## src/rtl/axi_lite_rd_arbiter.sv

```systemverilog
// Two-master, one-slave AXI4-Lite read-channel arbiter (IFU = m0, LSU = m1).
// One read in flight; round-robin on ties; grant held from AR accept to R accept.
module axi_lite_rd_arbiter #(
  parameter int ADDR_W = 32,
  parameter int DATA_W = 32
) (
  input  logic              clk,
  input  logic              rst,
  input  logic [ADDR_W-1:0] m0_araddr,
  input  logic              m0_arvalid,
  output logic              m0_arready,
  output logic [DATA_W-1:0] m0_rdata,
  output logic [1:0]        m0_rresp,
  output logic              m0_rvalid,
  input  logic              m0_rready,
  input  logic [ADDR_W-1:0] m1_araddr,
  input  logic              m1_arvalid,
  output logic              m1_arready,
  output logic [DATA_W-1:0] m1_rdata,
  output logic [1:0]        m1_rresp,
  output logic              m1_rvalid,
  input  logic              m1_rready,
  output logic [ADDR_W-1:0] s_araddr,
  output logic              s_arvalid,
  input  logic              s_arready,
  input  logic [DATA_W-1:0] s_rdata,
  input  logic [1:0]        s_rresp,
  input  logic              s_rvalid,
  output logic              s_rready,
  output logic [1:0]        gnt
);

  typedef enum logic [1:0] {IDLE, ADDR, DATA} state_e;

  state_e     state_q, state_d;
  logic       gnt_id_q, gnt_id_d;
  logic       last_id_q, last_id_d;
  logic [1:0] gnt_q, gnt_d;

  logic in_addr, in_data;
  assign in_addr = (state_q == ADDR);
  assign in_data = (state_q == DATA);

  always_comb begin
    state_d   = state_q;
    gnt_id_d  = gnt_id_q;
    last_id_d = last_id_q;
    gnt_d     = gnt_q;
    unique case (state_q)
      IDLE: begin
        if (m0_arvalid || m1_arvalid) begin
          // Tie goes to whoever did not win last; last_id resets to 1 so m0 wins first.
          if (m0_arvalid && m1_arvalid) gnt_id_d = ~last_id_q;
          else                          gnt_id_d = m1_arvalid;
          gnt_d   = gnt_id_d ? 2'b10 : 2'b01;
          state_d = ADDR;
        end
      end
      ADDR: begin
        if (s_arvalid && s_arready) state_d = DATA;
      end
      DATA: begin
        if (s_rvalid && s_rready) begin
          last_id_d = gnt_id_q;
          gnt_d     = 2'b00;
          state_d   = IDLE;
        end
      end
      default: begin
        gnt_d   = 2'b00;
        state_d = IDLE;
      end
    endcase
  end

  always_ff @(posedge clk) begin
    if (rst) begin
      state_q   <= IDLE;
      gnt_id_q  <= 1'b0;
      last_id_q <= 1'b1;
      gnt_q     <= 2'b00;
    end else begin
      state_q   <= state_d;
      gnt_id_q  <= gnt_id_d;
      last_id_q <= last_id_d;
      gnt_q     <= gnt_d;
    end
  end

  // Address and response paths are steered combinationally by the held grant.
  assign s_araddr   = (in_addr && gnt_id_q) ? m1_araddr : m0_araddr;
  assign s_arvalid  = in_addr && (gnt_id_q ? m1_arvalid : m0_arvalid);
  assign m0_arready = in_addr && !gnt_id_q && s_arready;
  assign m1_arready = in_addr &&  gnt_id_q && s_arready;

  assign s_rready   = in_data && (gnt_id_q ? m1_rready : m0_rready);
  assign m0_rvalid  = in_data && !gnt_id_q && s_rvalid;
  assign m1_rvalid  = in_data &&  gnt_id_q && s_rvalid;
  assign m0_rdata   = s_rdata;
  assign m1_rdata   = s_rdata;
  assign m0_rresp   = s_rresp;
  assign m1_rresp   = s_rresp;

  assign gnt = gnt_q;

endmodule

```

## config.mk

```make
export PLATFORM = sky130hd
export DESIGN_NAME = axi_lite_rd_arbiter
export DESIGN_NICKNAME = d
export VERILOG_FILES = /design/src/rtl/axi_lite_rd_arbiter.sv
export SDC_FILE = /design/constraint.sdc
export NUM_CORES = 1
export LEC_CHECK = 0
export ABC_CLOCK_PERIOD_IN_PS = 1900
export CORE_MARGIN = 5
export CORE_UTILIZATION = 24
export DETAILED_ROUTE_END_ITERATION = 12
export HOLD_SLACK_MARGIN = 0.03
export PLACE_DENSITY = 0.83
export REMOVE_ABC_BUFFERS = 1
export SLEW_MARGIN = 20
export SYNTH_ARGS = -nofsm -noshare
export SYNTH_HDL_FRONTEND = slang
export SYNTH_SLANG_ARGS = --single-unit
```

## constraint.sdc

```tcl
create_clock -name clk -period 1.9 [get_ports clk]
set_input_delay 0.475 -clock clk [delete_from_list [all_inputs] [get_ports clk]]
set_output_delay 0.475 -clock clk [all_outputs]
set_load 0.01 [all_outputs]
```

==> results of run 1 <==
## cell type report
| cell class | count | share of cell area (%) |
|---|---|---|
| Sequential cell | 6 | 5.39 |
| Timing Repair Buffer | 128 | 56.5 |
| Clock buffer | 3 | 1.82 |
| Inverter | 6 | 0.990 |
| Tap cell | 75 | 4.13 |
| Multi-Input combinational cell | 69 | 31.1 |
## worst reg2reg max path, stage by stage, from the launching register on
cell	delay (ns)
dfxtp_1	0.31
buf_4	0.17
mux2i_1	0.24
buf_4	0.14
buf_4	0.09
o32ai_1	0.07
nor3_1	0.16
## per-stage QoR
stage	util, %	hold WS, ns	TNS (ns)	setup WS, ns	power [W]
after floorplan	-	0.483	-21.71	-0.744	0.000332
after global placement	36.5	0.483	-11.26	-0.493	0.000646
after detailed placement	36.5	0.476	-11.62	-0.460	0.000654
after CTS	39.1	0.484	-6.20	-0.256	0.000875
after global routing	38.6	0.512	-5.29	-0.186	0.000917
final	38.6	0.484	-4.11	-0.150	0.000872
## cell usage in the layout, fill, tap and decap left out, drive strengths merged, types with 2 or more instances in the layout
cell type,count
a21oi,2
or2,2
mux2i,2
nand2,5
mux2,32
clkdlybuf4s50,71
dfxtp,6
dlygate4sd2,2
o32ai,2
buf,54
o2111ai,2
nor3,2
clkbuf,4
inv,6
nor2,7
o21ai,2
## per-layer routing
| metal | up-vias | wire length [um] | GRT usage [%] |
|---|---|---|---|
| met5 | - | 66 | 5.84 |
| met4 | 2 | 578 | 11.2 |
| met3 | 21 | 1440 | 16.0 |
| met2 | 149 | 3930 | 33.9 |
| met1 | 616 | 2450 | 17.5 |
| li1 | 567 | - | - |
## cell families after synthesis
kind of cell	after synthesis
flip-flops	6
buffers and inverters	82
AO/OA/AOI/OAI	14
AND/OR/NAND/NOR	21
multiplexers	34
## state kept, by name (all words and copies together), names as in the netlist
name       count
state_q        2
gnt            2
last_id_q      1
gnt_id_q       1
## how the worst max path moves through the flow
stage               cells past startpoint      endpoint  slack, ns  startpoint
global route                            5  s_araddr[30]      -0.19  state_q[1]
CTS                                     5   s_araddr[7]      -0.26  state_q[1]
global placement                        4      s_rready      -0.49   m1_rready
floorplan                               3   s_araddr[0]      -0.74  state_q[1]
finish                                  5  s_araddr[30]      -0.15  state_q[1]
detailed placement                      4      s_rready      -0.46   m1_rready
## power groups by stage
stage	logic [W]	registers [W]	clock network [W]
finish	0.000532	0.000149	0.000192
global route	0.000562	0.000150	0.000205
CTS	0.000533	0.000147	0.000194
detailed placement	0.000505	0.000149	0
global placement	0.000497	0.000149	0
floorplan	0.000173	0.000159	0
## timing repair
action                                  CTS  global route
pin swaps                                 5             1
hold buffers                              0             0
resized for setup                       189            13
setup buffers                             3             2
cloned                                    3             0
endpoints found under the setup margin   38            34
==> reports/results.ini, run 1 <==
[cells_and_area]
fin_area_um2 = 2270
fill_cells = 576
finalNonFillerCells = 287
area.growth.synth_to_final_pct = 57.0
final_layout_size_suffix_gt1_share_pct = 45.8
multi_input_area_um2 = 708
ff_latch_area_um2 = 123
n_antenna_cell = 0
num-nets-final = 320

[floorplanning]
fp-row-count = 28
die_h_um = 87.7
io_pins = 214
die_x_um = 87.7
core-area_um2 = 5890
initial_core_util_pct = 24.6
die_area_um2 = 7690

[critical_path]
crit_family = simple AND/OR/NAND/NOR gates
r2r-end = state_q[0]
path_buf_inv = 2
critPathArrivalTime_ns = 1.57
cp_data_required_time_ns = 1.42
path_class = reg -> out
slowest_stage = dfxtp_2
worst_r2r_path_depth = 6
critPathMaxFanout = 6
reg2reg_from = gnt_id_q
r2r_slack_ns = 0.62
max_stage_delay_ns = 0.31
end_kind = output port
path_cells = nand2b_4 -> or2_4 -> buf_4 -> mux2_4 -> buf_2
critPathLaunchType = register

[detailed_routing]
drt-initial-drc-count = 51
wl_per_cell_um = 29.5
via_count = 1355
drc = 0
dr.pass1.iters = 4
drtAntennaViolNets = 0
routed_wl_um = 8470
viasPerCell = 4.72

[hold_path]
whs_endpoint = gnt[0]
holdPathStages = 2
hold_start = gnt[0]
hold_path_class = reg -> reg

[synth]
synth_edf_count = 0
ys_seq_area_share_pct = 8.29
synth_cell_types = 30
syn_inst = 157
synth_compound_area_share_pct = 6.91
synth_area_leaders = buf_4 36%, mux2_4 30%, dfxtp_1 8.3%, buf_12 4.1%, mux2_2 2.3%
syn_area_um2 = 1450
ys.flop_type = dfxtp_1
ys_ff_latch = 6
synth_warnings = 0
yosys.area_share.simple_pct = 7.43
synthMuxAreaShare_pct = 33.8
syn_area_per_cell_um2 = 9.23
synthDominantCellAreaShare_pct = 35.8
synth_largest_area_cell = buf_4
synth_common_cells = 69 x buf_4, 29 x mux2_4, 7 x nor2_1, 6 x dfxtp_1, 6 x inv_1
synthXorXnorAreaFrac_pct = 0
synth_top_family_by_area = buffers and inverters
post-synth-top-count-cell = buf_4
synthAdderAreaFrac_pct = 0
synth_async_sr_flop_share_pct = 0

[clock_tree]
htree_num_levels = 1
cts_buffers = 3
cts-root-buf = clkbuf_8
cts_tree = yes
cts_buffer_depth = 2
clkLatencyLatePin_ns = 0.22
path_clk_slew_ns = 0.04
clock_sinks = 6

[placed_design]
placed_cells = 279
dpl-instance-area_um2 = 2150
gp_congestion = 0.764
port_buffers = 111
hpwl_um = 7370

[sta]
max_slew.worst_pin.slew_ns = 0.262
setup_violations = 32
fin_worst_skew_ns = 0.00132
post-route-period-util_pct = 108
final-hold-violation-count = 0
maxSlewViolCount = 0
layout_setup_ws_ns = -0.150
rsz0062_at_grt = true
min_period_ns = 2.05
slew-limit-headroom_pct = 82.5
clock.fmax_ghz = 0.488

[job]
max-cap-violations = 0

[power]
ir_drop_mv = 0.179
switching_share_pct = 27.8
switchingPower_w = 0.000243
combPwrFrac_pct = 61.0
power_frac_seq_pct = 17.0
clkPwrFrac_pct = 22.0
powerDensity_nw_per_um2 = 383
p_leak_nw = 1.07
p_int_w = 0.000629

[global_route]
antenna_found_initial = 0
grt_pass1_wl_um = 10700
grt_usage_pct = 20.6
grt_max_degree = 12
grt_pass1_vias = 1437
grt_overflow = 0

[run_status]
status = complete, but fails checks
violations = negative setup slack

(Power assumes the default switching activity.)
==> inputs of run 2 (changes only) <==
--- a/config.mk
+++ b/config.mk
@@ -11,7 +11,6 @@
 export DETAILED_ROUTE_END_ITERATION = 12
 export HOLD_SLACK_MARGIN = 0.03
 export PLACE_DENSITY = 0.83
-export REMOVE_ABC_BUFFERS = 1
 export SLEW_MARGIN = 20
 export SYNTH_ARGS = -nofsm -noshare
 export SYNTH_HDL_FRONTEND = slang
==> run 2 against run 1 <==
Maximum frequency fell by 1.1%. Clock power about the same. Clock skew grew 0.0019 ns. Critical endpoint is now s_araddr[1]. Hold slack better by 0.00057 ns. Power is 1.3% lower. The run still ends with negative setup slack left. Sequential power about the same. Wire length decreased by 50%. Critical path type unchanged.
==> reports/results.ini, run 2 (synthesis results as in run 1) <==
[placed_design]
dpl-instance-area_um2 = 2170  ; +0.93%
gp_congestion = 0.841  ; +10%
port_buffers = 111  ; unchanged
hpwl_um = 3600  ; -51%

[floorplanning]
die_area_um2 = 7690  ; unchanged
die_x_um = 87.7  ; unchanged
fp-row-count = 28  ; unchanged
initial_core_util_pct = 24.6  ; unchanged
die_h_um = 87.7  ; unchanged
io_pins = 214  ; unchanged
core-area_um2 = 5890  ; unchanged

[sta]
maxSlewViolCount = 0  ; unchanged
min_period_ns = 2.07  ; +0.0230 ns
post-route-period-util_pct = 109  ; +1.2 points
layout_setup_ws_ns = -0.173  ; -0.0230 ns
setup_violations = 32  ; unchanged
rsz0062_at_grt = true
max_slew.worst_pin.slew_ns = 0.295  ; +0.0332 ns
final-hold-violation-count = 0  ; unchanged
slew-limit-headroom_pct = 80.1  ; -2.4 points
clock.fmax_ghz = 0.483  ; -1.1%
fin_worst_skew_ns = 0.00323  ; +0.00192 ns
holdWs_ns = 0.484  ; +0.000568 ns

[power]
switchingPower_w = 0.000236  ; -2.8%
p_int_w = 0.000625  ; -0.69%
power_frac_seq_pct = 17.2  ; +0.2 points
ir_drop_mv = 0.371  ; +110%
powerDensity_nw_per_um2 = 382  ; -0.30%
p_leak_nw = 1.07  ; +0.25%
clkPwrFrac_pct = 22.6  ; +0.6 points
combPwrFrac_pct = 60.2  ; -0.8 points
switching_share_pct = 27.4  ; -0.43 points

[critical_path]
end_kind = output port
r2r_slack_ns = 0.56  ; -0.06 ns
path_class = reg -> out
critPathMaxFanout = 6  ; unchanged
cp_data_required_time_ns = 1.42  ; about the same
critPathArrivalTime_ns = 1.60  ; +0.03 ns
critPathLaunchType = register

[global_route]
grt_overflow = 0  ; unchanged
antenna_found_initial = 0  ; unchanged
grt_pass1_wl_um = 6200  ; -42%
grt_pass1_vias = 1288  ; -10%
grt_max_degree = 16  ; +4
grt_usage_pct = 10.1  ; -11 points

[detailed_routing]
viasPerCell = 4.31  ; -8.8%
wl_per_cell_um = 14.9  ; -50%
via_count = 1236  ; -8.8%
drtAntennaViolNets = 0  ; unchanged
routed_wl_um = 4270  ; -50%
drt-initial-drc-count = 16  ; -69%
drc = 0  ; unchanged
dr.pass1.iters = 4  ; unchanged

[cells_and_area]
fin_area_um2 = 2250  ; -0.99%
final_cell_mix = 71 x clkdlybuf4s50_1, 32 x buf_6, 29 x mux2_4
fill_cells = 602  ; +4.5%
layout_commonest_cell = clkdlybuf4s50_1
n_antenna_cell = 0  ; unchanged
area.growth.synth_to_final_pct = 55.4
num-nets-final = 320  ; unchanged
final_layout_size_suffix_gt1_share_pct = 44.3  ; -1.4 points

[run_status]
status = complete, but fails checks
violations = negative setup slack

[clock_tree]
cts_buffers = 3  ; unchanged
path_clk_slew_ns = 0.04  ; about the same
clkLatencyLatePin_ns = 0.23  ; about the same
cts-root-buf = clkbuf_8
cts_tree = yes
htree_num_levels = 1  ; unchanged
clock_sinks = 6  ; unchanged
ctsHoldBuffers = 0  ; unchanged
cts_buffer_depth = 2  ; unchanged

[synth]
synthesis.nets = 263

[hold_path]
hold_path_class = reg -> reg

[job]
max-cap-violations = 0  ; unchanged

run 2: path summary, 6_finish.rpt:
kind / end / cells after the start / start
max: s_araddr[1] / 6 / state_q[1]
min: gnt[0] / 2 / gnt[0]
max reg2reg: last_id_q / 6 / state_q[0]
min reg2reg: gnt[0] / 2 / gnt[0]
run 2: through the flow:
step	power (W)	util (%)	worst slack, ns	instances	setup TNS [ns]
after floorplan	0.000500	-	0.0812	157	0
after global placement	0.000646	36.8	-0.355	280	-10.87
after detailed placement	0.000656	36.8	-0.359	280	-11.73
after CTS	0.000860	37.9	-0.214	286	-3.50
after global routing	0.000907	38.3	-0.215	287	-4.45
final	0.000861	38.3	-0.173	287	-3.02
run 2: timing repair:
action / 4_1_cts / 5_1_grt
cloned: 0 / 0
pin swaps: 2 / 3
buffers inserted: 3 / 1
gates resized for setup: 173 / 17
setup endpoints to repair: 38 / 37
run 2: layer usage:
layer | GRT usage (%) | wire length [um] | up-vias
li1 | - | - | 569
met1 | 11.2 | 1560 | 552
met2 | 16.4 | 1980 | 108
met3 | 4.80 | 662 | 7
met4 | 4.04 | 63 | 0
met5 | 0 | 0 | -
run 2: cell type report:
class	instances	area, um^2	share of cell area (%)
timing repair buffer	128	1270	56.6
multi-input combinational	69	699	31.1
sequential	6	121	5.39
tap	75	93.8	4.17
clock buffer	3	41.3	1.83
inverter	6	22.5	1.00
run 2: critical path, stage by stage, from the launching register on:
cell	delay, ns
dfxtp_2	0.31
nand2b_4	0.13
or2_4	0.26
buf_6	0.15
buf_4	0.13
mux2_2	0.27
buf_6	0.13
run 2: power groups by stage:
| stage | Clock (W) | Sequential, W | Combinational, W |
|---|---|---|---|
| 2_1_floorplan | 0 | 0.000147 | 0.000353 |
| 3_3_place_gp | 0 | 0.000149 | 0.000498 |
| 3_5_place_dp | 0 | 0.000149 | 0.000506 |
| 4_1_cts | 0.000197 | 0.000148 | 0.000515 |
| 5_1_grt | 0.000205 | 0.000150 | 0.000552 |
| 6_report | 0.000195 | 0.000148 | 0.000518 |
